<file path="config.mk">
export PLATFORM = sky130hd
export DESIGN_NAME = car_parking_system
export DESIGN_NICKNAME = d
export VERILOG_FILES = /design/src/rtl/car_parking_system.sv
export SDC_FILE = /design/constraint.sdc
export NUM_CORES = 1
export LEC_CHECK = 0
export CORE_AREA = 4 4 41 43
export DETAILED_ROUTE_END_ITERATION = 8
export DIE_AREA = 0 0 45 47
export GPL_TIMING_DRIVEN = 0
export PLACE_DENSITY = 0.8
export SLEW_MARGIN = 20
export SYNTH_ARGS = -nofsm -noshare
export SYNTH_HDL_FRONTEND = slang
export SYNTH_SLANG_ARGS = --single-unit
export TNS_END_PERCENT = 5
</file>
<file path="constraint.sdc">
create_clock -name clk -period 3.34 [get_ports clk]
set_clock_uncertainty 0.2 [all_clocks]
set_input_delay 0.668 -clock clk [delete_from_list [all_inputs] [get_ports clk]]
set_output_delay 0.668 -clock clk [all_outputs]
set_load 0.005 [all_outputs]
</file>
<file path="src/rtl/car_parking_system.sv">
// Parking gate controller: a car at the entrance waits a fixed number of cycles,
// then the gate opens on the correct code and closes again when the car exits.
module car_parking_system #(
    parameter logic [7:0] PASSWORD    = 8'd14,
    parameter int         WAIT_CYCLES = 3
) (
    input  logic       clk,
    input  logic       rst,
    input  logic       sensor_entrance,
    input  logic       sensor_exit,
    input  logic [7:0] garage_password,
    output logic       green_led,
    output logic       red_led
);

    // state         | meaning
    // IDLE          | no car at the gate, LEDs off
    // WAIT_PASSWORD | car arrived, giving the driver time to enter the code
    // WRONG_PASS    | code rejected, re-checked every cycle
    // RIGHT_PASS    | gate open until the car passes the exit sensor
    // STOP          | a second car tailgated, gate closed until the code is re-entered
    typedef enum logic [2:0] {
        IDLE          = 3'd0,
        WAIT_PASSWORD = 3'd1,
        WRONG_PASS    = 3'd2,
        RIGHT_PASS    = 3'd3,
        STOP          = 3'd4
    } state_t;

    localparam logic [7:0] LAST_WAIT = 8'(WAIT_CYCLES - 1);

    state_t     state;
    state_t     state_next;
    logic [7:0] count;
    logic [7:0] count_next;
    logic       pass_ok;

    assign pass_ok = (garage_password == PASSWORD);

    always_ff @(posedge clk) begin
        if (rst) begin
            state <= IDLE;
            count <= 8'd0;
        end else begin
            state <= state_next;
            count <= count_next;
        end
    end

    always_comb begin
        state_next = state;
        count_next = count;
        green_led  = 1'b0;
        red_led    = 1'b0;
        case (state)
            IDLE: begin
                if (sensor_entrance) begin
                    state_next = WAIT_PASSWORD;
                    count_next = 8'd0;
                end
            end
            WAIT_PASSWORD: begin
                red_led = 1'b1;
                if (count < LAST_WAIT) begin
                    count_next = count + 8'd1;
                end else begin
                    state_next = pass_ok ? RIGHT_PASS : WRONG_PASS;
                end
            end
            WRONG_PASS: begin
                red_led = 1'b1;
                if (pass_ok) state_next = RIGHT_PASS;
            end
            RIGHT_PASS: begin
                green_led = 1'b1;
                // Tailgating has priority over a normal exit.
                if (sensor_entrance && sensor_exit) state_next = STOP;
                else if (sensor_exit)               state_next = IDLE;
            end
            STOP: begin
                red_led = 1'b1;
                if (pass_ok) state_next = RIGHT_PASS;
            end
            default: begin
                state_next = IDLE;
                count_next = 8'd0;
            end
        endcase
    end

endmodule

</file>
# Word-level counts from Yosys, hierarchy flattened
# Index checks and enable logic that the tools add are counted.
# W data, S select, Z words.
[classes]
eq_ne = 10
bitwise_logic = 1
magnitude_cmp = 1
n_reduce_logical = 7
add_sub_neg = 1
mux = 12
[op_table]
columns = ["cell", "n"]
rows = [
  ["$pmux W8 S3", 1],
  ["$mux W8", 2],
  ["$mux W3", 5],
  ["$pmux W3 S4", 1],
  ["$add A8 B1 Y8 const B", 1],
  ["$eq A8 B4 Y1 const B", 1],
  ["$lt A8 B2 Y1 const B", 1],
  ["$eq A3 B2 Y1 const B", 2],
  ["$ne A2 B2 Y1 const B", 3],
  ["$reduce_or A3 Y1", 2],
  ["$reduce_and A4 Y1", 1],
  ["$eq A3 B1 Y1 const B", 1],
  ["$eq A3 B3 Y1 const B", 1],
  ["$logic_not A3 Y1", 1],
  ["$mux W1", 3],
  ["$ne A3 B3 Y1 const B", 1],
  ["$reduce_and A3 Y1", 1],
  ["$ne A2 B1 Y1 const B", 1],
  ["$reduce_or A2 Y1", 1],
  ["$logic_and A1 B1 Y1", 1],
  ["$not A1 Y1", 1],
]
[word_totals]
ff_bits = 11

# Depth between registers and ports, before layout
[depth]
ltp_word = 4
depth_mapped = 5
mapped_depth_nobuf = 4

# Least setup slack after synthesis
# Ideal clock, no wire load.
[synth_timing]
path_kind = "reg-to-output"
startpoint = "register state[2]"
endpoint = "output port red_led"
t_required_ns = 2.472
path_buffers = 1
setup_slack_ns = 1.657
path_stages_with_launch = 4
arrival_time_ns = 0.815
path_cell_list = "dfxtp_1 > buf_2 > xnor2_1 > o21ai_0"
[synth_between]
elab_chain_cells = 3
elab_cells_between_ends = 5
classes_between = "3 x eq/ne; 1 x mux; 1 x reduce/logical"
[synth_rtl]
columns = ["element", "line", "rtl"]
rows = [
  ["start: declaration", "32", "state_t state;"],
  ["start signal: assignment", "45", "state <= state_next;"],
  ["$eq A3 B3 Y1 (tied with other cells)", "55", "case (state)"],
  ["$reduce_or A3 Y1 (no line) (*)", "-", ""],
  ["$mux W1 (*)", "55", ""],
  ["end: declaration", "13", "output logic red_led"],
]
# Mark *: on every way between the ends. The rest lies on a longest branch, timed or not.

# Worst setup path after layout
[layout_timing]
startpoint = "register state[0]"
endpoint = "output port green_led"
[layout_between]
elab_chain_cells = 2
[layout_rtl]
columns = ["element", "line", "rtl"]
rows = [
  ["$eq A3 B2 Y1", "55", ""],
  ["$mux W1", "55", ""],
  ["end: declaration", "12", "output logic green_led,"],
]
# Every way passes these cells.

==> impl_metrics.py <==
metrics = {
    "outcome": {
        "status": "finished, final reports clean",
    },
    "cells_and_area": {
        "multi_input_area_um2": 358,
        "area_delta_synth_final_pct": 28.6,
        "drive_above_1_share_pct": 14.3,
        "antenna_cells": 0,
        "register_area_um2": 220,
        "nets": 98,
        "fillCellCount": 106,
    },
    "detailed_routing": {
        "viasPerCell": 5.21,
        "drc": 0,
        "wl_per_cell_um": 11.4,
        "ant_nets": 0,
        "drtIter0Drc": 11,
        "wl_mm": 1.13,
        "first_pass_iters": 4,
        "vias": 516,
    },
    "synthesis": {
        "syn_area_um2": 613,
        "yosys_register_bits": 11,
        "yosysTopAreaCell": "dfxtp_1",
        "syn_inst": 67,
        "ys_top_cells_by_area": "dfxtp_1, and2_1, a21oi_1, o21a_1, nor2_1",
        "synth-main-ff-cell": "dfxtp_1",
        "syn_area_per_cell_um2": 9.15,
        "syn_nets": 80,
        "async_reset_ff_share_pct": 0,
        "synth_top_area_share_pct": 35.9,
        "synth-edff-count": 0,
        "yosysWarnings": 0,
        "yosysSeqAreaShare_pct": 35.9,
        "synth.distinct_cells": 30,
    },
    "clock_tree": {
        "cts_buffer_depth": 2,
        "post_cts_buffers": 0,
        "clk_pin_slew_worst_paths_ns": 0.06,
        "cts_buffers": 3,
        "ctsResizeCount": 0,
        "htree_levels": 1,
        "hold_buffers": 0,
        "cts_tree": "done",
        "clk_latency_ns": 0.26,
        "clock-sinks": 11,
        "cts_root_buffer": "clkbuf_4",
    },
    "worst_setup_path": {
        "reg2reg_slack_ns": 1.72,
        "cp_cell_sequence": "buf_6 > nor2b_1 > and2_1 > clkdlybuf4s50_1",
        "max_stage_delay_ns": 0.50,
        "crit_fanout": 10,
        "critical_path_required_ns": 2.47,
        "path_class": "flip-flop to output port",
        "critPathSlowestCell": "clkdlybuf4s50_1",
        "crit_arrival_ns": 1.70,
        "startpoint_type": "flip-flop",
        "end_kind": "output port",
    },
    "timing": {
        "postLayoutSetupSlackWorst_ns": 0.775,
        "post-route-period-util_pct": 76.8,
        "max_slew.worst_pin.slew_ns": 0.377,
        "timing.slew.headroom_pct": 74.8,
        "finalHoldViolCount": 0,
        "final_max_slew_viol_count": 0,
        "rsz0062_at_grt": "false",
        "period_minus_slack_ns": 2.57,
        "whs_ns": 0.289,
        "setup_viol": 0,
        "fin_setup_tns_ns": 0,
        "max_freq_mhz": 390,
    },
    "floorplan": {
        "design.portCount": 14,
        "die-area_um2": 2120,
        "die_w_um": 45,
        "die-height_um": 47,
        "start_util_pct": 47.1,
        "fp.coreArea_um2": 1300,
        "rows": 13,
    },
    "power_and_ir_drop": {
        "ir_drop_mv": 0.266,
        "power_leakage_nw": 0.289,
        "power_density_nw_per_um2": 430,
    },
    "grt": {
        "gr-max-usage-layer": "met2",
        "grt_pass1_vias": 464,
        "grt-ovfl-total": 0,
        "grt_pass1_wl_mm": 1.94,
        "met2_usage_pct": 18.6,
        "grt_usage_pct": 12.7,
        "met3_usage_pct": 2.30,
        "met1_usage_pct": 16.9,
        "grt_max_degree": 11,
        "antenna_found_initial": 0,
    },
    "placement": {
        "dp_hpwl_um": 889,
        "routabilityCongestion": 0.821,
        "numPortBuffers": 13,
        "preCtsSetupSlack_ns": 0.989,
    },
    "job": {
        "drv_cap": 0,
    },
    "min_path": {
        "min_path_type": "flip-flop to flip-flop",
    },
}
## worst max-delay path: cells and delay by family, from the launching register on
kind          cells  cell delay (ns)
flops             1             0.33
simple gates      2             0.47
buf+inv           2             0.63
## synth_stat cells, drive strengths merged (2+ instances only)
library cell and count:
a211oi 3, a21oi 6, and2 5, buf 3, dfxtp 11, inv 2, nand2 2, nand3 2
nor2 7, nor2b 3, nor4 3, o21a 4, o21ai 2
## layout make-up
cell class,instances,share of cell area (%)
Buffer,3,3.49
Clock buffer,4,3.33
Inverter,2,0.952
Multi-Input combinational cell,51,45.4
Sequential cell,11,27.9
Tap cell,15,2.38
Timing Repair Buffer,13,16.5
## worst paths after layout
path	endpoint	start	depth (start not counted)
worst min register to register	count[6]$_SDFFE_PP0P_	count[6]$_SDFFE_PP0P_	1
worst max-delay path	green_led	state[0]$_SDFFE_PP0P_	4
worst min-delay path	count[6]$_SDFFE_PP0P_	count[6]$_SDFFE_PP0P_	1
worst max register to register	count[0]$_SDFFE_PP0P_	count[1]$_SDFFE_PP0P_	4
## per-stage QoR
step / util (%) / cell area, um2 / total power [W] / std cells
final: 60.6 / 788 / 0.000339 / 99
after floorplan: - / 613 / 0.000219 / 67
after detailed placement: 58.6 / 762 / 0.000255 / 95
after CTS: 60.6 / 788 / 0.000344 / 99
after global placement: 58.6 / 762 / 0.000253 / 95
after global routing: 60.6 / 788 / 0.000363 / 99
## state kept, by name, summed over array words and instances (netlist names)
name   flops
state      3
count      8
## cells in the final DEF (no fill, tap or decap)
cell / count
clkdlybuf4s50_1: 13
dfxtp_1: 11
nor2_1: 7
a21oi_1: 6
and2_1: 5
o21a_1: 4
nor2b_1: 3
clkbuf_4: 3
buf_6: 2
nand2_1: 2
o21ai_0: 2
nor4_1: 2
a211oi_1: 2
nand3_1: 2
inv_1: 2
buf_2: 1
xnor2_1: 1
or2_1: 1
nor4b_4: 1
and2b_4: 1
nor4_2: 1
a211oi_2: 1
o2111ai_2: 1
nor3b_1: 1
a32oi_1: 1
nand4_1: 1
o221ai_1: 1
a2111oi_0: 1
and3_1: 1
o31a_1: 1
nor3_2: 1
ha_1: 1
clkbuf_1: 1
## kinds of logic (layout without fill, tap and decap cells)
group | Yosys count | after routing | synth area share [%]
simple gates | 29 | 29 | 30.8
flops | 11 | 11 | 35.9
buf+inv | 5 | 22 | 5.71
fa+ha+maj | 1 | 1 | 2.04
compound gates | 20 | 20 | 24.1
xor+xnor | 1 | 1 | 1.43
## report_power, final
| group | internal, W | switching (W) |
|---|---|---|
| sequential | 0.000138 | 0.00000706 |
| combinational | 0.0000559 | 0.0000507 |
| clock | 0.0000462 | 0.0000408 |
## per-layer routing
layer  part of all wire, %  up-vias
met1                    48      217
met2                    45       10
met4                   3.1        0
met3                   4.4        5
li1                      -      284
met5                     0        -
Power figures use the tool's default switching activity.
